`src/rtl/handshake_rx.sv`:
```
// Slow-domain responder for a four-phase req/ack CDC handshake: synchronises req_async,
// emits one pulse per request and counts deliveries. Define HS_RX_TIMEOUT_EN for the release timeout.
`timescale 1ns/1ps
module handshake_rx #(
    parameter int unsigned SYNC_STAGES = 2,
    parameter int unsigned CNT_W       = 8,
    parameter int unsigned TIMEOUT_CYC = 64
) (
    input  logic             clk_slow,
    input  logic             rst_n,
    input  logic             req_async,
    output logic             ack,
    output logic             data_to_slow,
    output logic             busy,
    output logic [CNT_W-1:0] evt_cnt,
    output logic             err_timeout
);

    localparam int unsigned TO_W = 16;

    // Elaboration-time parameter range checks
    if (SYNC_STAGES < 2 || SYNC_STAGES > 4) begin : g_bad_sync
        $error("handshake_rx: SYNC_STAGES must be 2..4");
    end
    if (TIMEOUT_CYC < 1 || TIMEOUT_CYC > 65535) begin : g_bad_to
        $error("handshake_rx: TIMEOUT_CYC must be 1..65535");
    end

`ifdef HS_RX_TIMEOUT_EN
    typedef enum logic [1:0] {IDLE = 2'd0, ACK = 2'd1, ERR = 2'd2} state_t;
`else
    typedef enum logic [1:0] {IDLE = 2'd0, ACK = 2'd1} state_t;
`endif

    state_t                 state_q, state_d;
    logic [SYNC_STAGES-1:0] sync_q, sync_d;
    logic                   ack_q, ack_d;
    logic                   pulse_q, pulse_d;
    logic                   busy_q, busy_d;
    logic [CNT_W-1:0]       cnt_q, cnt_d;
    logic                   req_s;

    assign sync_d = {sync_q[SYNC_STAGES-2:0], req_async};
    assign req_s  = sync_q[SYNC_STAGES-1];

`ifdef HS_RX_TIMEOUT_EN
    logic [TO_W-1:0] to_cnt_q, to_cnt_d;
    logic            err_q, err_d;
`endif

    // Next-state and registered-output logic
    always_comb begin
        state_d = state_q;
        ack_d   = ack_q;
        pulse_d = 1'b0;
        busy_d  = busy_q;
        cnt_d   = cnt_q;
`ifdef HS_RX_TIMEOUT_EN
        to_cnt_d = to_cnt_q;
        err_d    = err_q;
`endif
        case (state_q)
            IDLE: begin
                if (req_s) begin
                    state_d = ACK;
                    ack_d   = 1'b1;
                    pulse_d = 1'b1;
                    busy_d  = 1'b1;
                    cnt_d   = cnt_q + CNT_W'(1);
`ifdef HS_RX_TIMEOUT_EN
                    to_cnt_d = '0;
`endif
                end
            end
            ACK: begin
                if (!req_s) begin
                    state_d = IDLE;
                    ack_d   = 1'b0;
                    busy_d  = 1'b0;
                end
`ifdef HS_RX_TIMEOUT_EN
                // Counter value N-1 here means this edge completes N cycles in ACK
                else if (to_cnt_q == TO_W'(TIMEOUT_CYC - 1)) begin
                    state_d = ERR;
                    ack_d   = 1'b0;
                    err_d   = 1'b1;
                end else begin
                    to_cnt_d = to_cnt_q + TO_W'(1);
                end
            end
            ERR: begin
                if (!req_s) begin
                    state_d = IDLE;
                    busy_d  = 1'b0;
                end
`endif
            end
            default: begin
                state_d = IDLE;
                ack_d   = 1'b0;
                busy_d  = 1'b0;
            end
        endcase
    end

    always_ff @(posedge clk_slow or negedge rst_n) begin
        if (!rst_n) begin
            state_q <= IDLE;
            sync_q  <= '0;
            ack_q   <= 1'b0;
            pulse_q <= 1'b0;
            busy_q  <= 1'b0;
            cnt_q   <= '0;
        end else begin
            state_q <= state_d;
            sync_q  <= sync_d;
            ack_q   <= ack_d;
            pulse_q <= pulse_d;
            busy_q  <= busy_d;
            cnt_q   <= cnt_d;
        end
    end

`ifdef HS_RX_TIMEOUT_EN
    always_ff @(posedge clk_slow or negedge rst_n) begin
        if (!rst_n) begin
            to_cnt_q <= '0;
            err_q    <= 1'b0;
        end else begin
            to_cnt_q <= to_cnt_d;
            err_q    <= err_d;
        end
    end
    assign err_timeout = err_q;
`else
    assign err_timeout = 1'b0;
`endif

    assign ack          = ack_q;
    assign data_to_slow = pulse_q;
    assign busy         = busy_q;
    assign evt_cnt      = cnt_q;

endmodule

```
`config.mk`:
```
export PLATFORM = sky130hd
export DESIGN_NAME = handshake_rx
export DESIGN_NICKNAME = d
export VERILOG_FILES = /design/src/rtl/handshake_rx.sv
export SDC_FILE = /design/constraint.sdc
export NUM_CORES = 1
export LEC_CHECK = 0
export CAP_MARGIN = 30
export CELL_PAD_IN_SITES_DETAIL_PLACEMENT = 0
export CELL_PAD_IN_SITES_GLOBAL_PLACEMENT = 1
export CORE_AREA = 2 2 39 41
export DETAILED_ROUTE_END_ITERATION = 8
export DIE_AREA = 0 0 41 43
export DONT_BUFFER_PORTS = 1
export HOLD_SLACK_MARGIN = 0.1
export PLACE_DENSITY_LB_ADDON = 0.1
export RECOVER_POWER = 100
export SETUP_SLACK_MARGIN = 0.2
export SYNTH_ARGS = -nofsm -noshare
export SYNTH_HDL_FRONTEND = slang
export SYNTH_SLANG_ARGS = --single-unit
```
`constraint.sdc`:
```
create_clock -name clk_slow -period 1.9 [get_ports clk_slow]
set_clock_uncertainty 0.05 [all_clocks]
set_input_delay 0.38 -clock clk_slow [delete_from_list [all_inputs] [get_ports clk_slow]]
set_output_delay 0.38 -clock clk_slow [all_outputs]
set_load 0.05 [all_outputs]
```
# Word-level counts from Yosys, hierarchy flattened
# Index checks and enable logic that the tools add are counted.
# classes
n_addsub	1
n_eq_ne	3
muxes	8
n_reduce_logical	3
# ops
cell	n
adder 8 x 1 -> 8 bit (second input constant)	1
two-way mux 1 bit	4
two-way mux 2 bit	2
inequality test 2 bit (second input constant)	2
case mux 2 bit (2 select lines)	1
AND reduction 2 bit	2
equality test 2 x 1 -> 1 bit (second input constant)	1
logical NOT 2 bit	1
case mux 1 bit (2 select lines)	1
# totals
reg_bits	14
inputBits	3
output_inout_bits	12
word_cells	20

# Longest topological paths before layout
# logic_depth
depth_word	3
mapped_depth	5
mapped_depth_nobuf	5

# Least setup slack after synthesis
# No wires, ideal clock.
# synth_path
kind	flip-flop to flip-flop
start	register busy (netlist name)
end	register cnt_q[7], in the netlist evt_cnt[7]
setup_ns	0.140
arrival_ns	1.419
required_time_ns	1.710
slack_ns	0.291
stages_incl_launch_ff	6
n_path_buf	0
synth_period_minus_slack_ns	1.609
cell_sequence	dfrtp_1 -> inv_1 -> ha_1 -> and3_4 -> nand4_2 -> xnor2_1
# synth_rtl
element	line	rtl
end signal: assignment	120	cnt_q <= cnt_d;
end: declaration	40	logic [CNT_W-1:0] cnt_q, cnt_d;

# Worst setup path after layout
# layout_path
start	register cnt_q[0], in the netlist evt_cnt[0]
end	output port evt_cnt[0]
# layout_rtl
element	line	rtl
end: declaration	15	output logic [CNT_W-1:0] evt_cnt,
# No word-level cell between the ends.

==> results.txt <==
setup slack, reg-to-reg = 0.42 ns
vias per cell = 4.49
routed via count = 274
Distinct cells, synth = 13
Die Wd = 41 um
# fillers = 136
final wirelength = 766 um
clk_lat worst skew = 0.26 ns
Ant. Diodes = 0
GRT Total Usage = 0.115
layout cells sized above 1 = 0.178
Max Cap Viol = 0
critical path, cell by cell = clkbuf_1
Synth top area share = 0.622
first-pass GRT wire length = 1330 um
post-synthesis sequential area ratio = 0.622
final hold violations = 0
ranking of synthesized cells by area = dfrtp_1 (62%), xnor2_1 (13%), ha_1 (5.2%)
vias in the first global route = 303
H-tree depth = 1
Detail Route Antenna Nets = 0
most frequent cells after synthesis = dfrtp_1 (12), xnor2_1 (7), nand2_1 (3)
height of the die = 43 um
Worst-path clk slew = 0.07 ns
GRT overflow = 0
final std cells w/o fill = 61
drt pass-1 iters = 1
synthesized area per cell = 13.8 um^2
count leader, synth = dfrtp_1
post-CTS setup buffers = 0
Post-synth EDFFs = 0
setup TNS = 0 ns
minimum clock period = 1.58 ns
post-synthesis cell count = 35
Area growth, synth to finish = 17.4%
Syn Std Cell Area = 483 um^2
final setup fails = 0
DR WL/cell = 12.6 um
FF+latch area = 300 um^2
Worst Path Required = 1.47 ns
DIE AREA = 0.00176 mm^2
GPL Wtd Cong = 0.712
arrival time worst endpoint = 1.15 ns
IO Pins = 15
crit path launch type = register
placed cells = 55
synth warn = 0
Final period util = 0.833
clk sink count = 12
CP Capture Type = primary output
cell family with most CP delay = buffers and inverters
CTS tree = built
syn nets = 40
1st-iter DRT viols = 0
critical setup path kind = reg2out
Seq cells post-synth = 12
worst rel slew slack = 0.533
Root Buffer = clkbuf_4
slowest cell delay on critical path = 0.52 ns
worst slew pin tran = 0.701 ns
status = complete, no violations
Post-synth top flop = dfrtp_1
drt drc = 0
CTS buffer count = 3
Async SR Flop Fraction = 1.00
initial antenna violation count = 0
fin nets = 51
# port buffers = 0
Critical Path Fanout Max = 3
crit path max-delay cell type = clkbuf_1
core area = 0.00138 mm^2
Synth area leader = dfrtp_1
Min-Delay Path Class = reg2reg
largest net degree at the start of global routing = 13
RSZ-0062 raised after global routing = false
multi-input logic area = 159 um^2
Slew Limit Fails = 0
placement row count = 14
highest clock rate = 632 MHz
Crit path buffers/inverters = 1
Initial Utilization = 0.349
clk buf depth = 2
through the flow:
stage               hold WS [ns]  instance area (um^2)  utilization  setup slack [ns]
floorplan                 0.0344                   483            -             0.291
global placement          0.0347                   533        0.385             0.488
detailed placement        0.0347                   533        0.385             0.468
CTS                        0.314                   589        0.426             0.447
global route               0.331                   567        0.410             0.246
finish                     0.313                   567        0.410             0.318
cell type report:
class / instances / share of cell area
tap: 16 / 0.0353
clock buffer: 4 / 0.0640
sequential: 12 / 0.530
multi-input combinational: 20 / 0.280
timing repair buffer: 8 / 0.0839
inverter: 1 / 0.00662
kinds of logic after synthesis:
logic type    count (synthesis)  share of synthesized area
flops                        12                      0.622
xor+xnor                      8                      0.145
simple gates                  8                      0.111
buf+inv                       3                     0.0388
fa+ha+maj                     2                     0.0518
mux                           1                     0.0233
other cells                   1                    0.00776
metal layers:
layer	global-route usage	wire [um]
met3	0.0471	62
met1	0.141	353
met5	0	0
met2	0.166	350
met4	0.0600	0
worst register-to-register path, cell delays in order, from the launching register on:
cell     delay [ns]
dfrtp_1        0.37
inv_1          0.06
ha_1           0.31
and3_1         0.29
nand4_2        0.12
xnor2_1        0.16
state kept, by name, indices dropped and copies added (netlist names):
name,cells
evt_cnt,8
sync_q,2
busy,1
data_to_slow,1
placed cells by master, fill, tap and decap left out:
cell,synthesis,routed
and3_1,1,2
buf_4,2,1
clkbuf_1,0,4
clkbuf_2,0,1
clkbuf_4,0,3
clkbuf_8,0,1
conb_1,1,1
dfrtp_1,12,12
dlygate4sd3_1,0,2
ha_1,2,2
inv_1,1,1
mux2_2,1,1
nand2_1,3,3
nand4_1,2,2
nand4_2,1,1
xnor2_1,7,7
xor2_1,1,1
path summary, 6_finish.rpt:
path                       depth (start not counted)        from    endpoint
min                                                0   sync_q[0]   sync_q[1]
max                                                1  evt_cnt[0]  evt_cnt[0]
min reg2reg                                        0   sync_q[0]   sync_q[1]
max in group asynchronous                          1       rst_n  evt_cnt[2]
min in group asynchronous                          1       rst_n  evt_cnt[5]
max reg2reg                                        5        busy  evt_cnt[7]
repair_timing:
item / 4_1_cts / 5_1_grt
endpoints found under the hold margin: 13 / 0
hold buffers: 2 / 0
gates resized for setup: 0 / 0
Power is not shown: default switching activity piles up to over one toggle a cycle in this logic, so the estimate is an artifact.
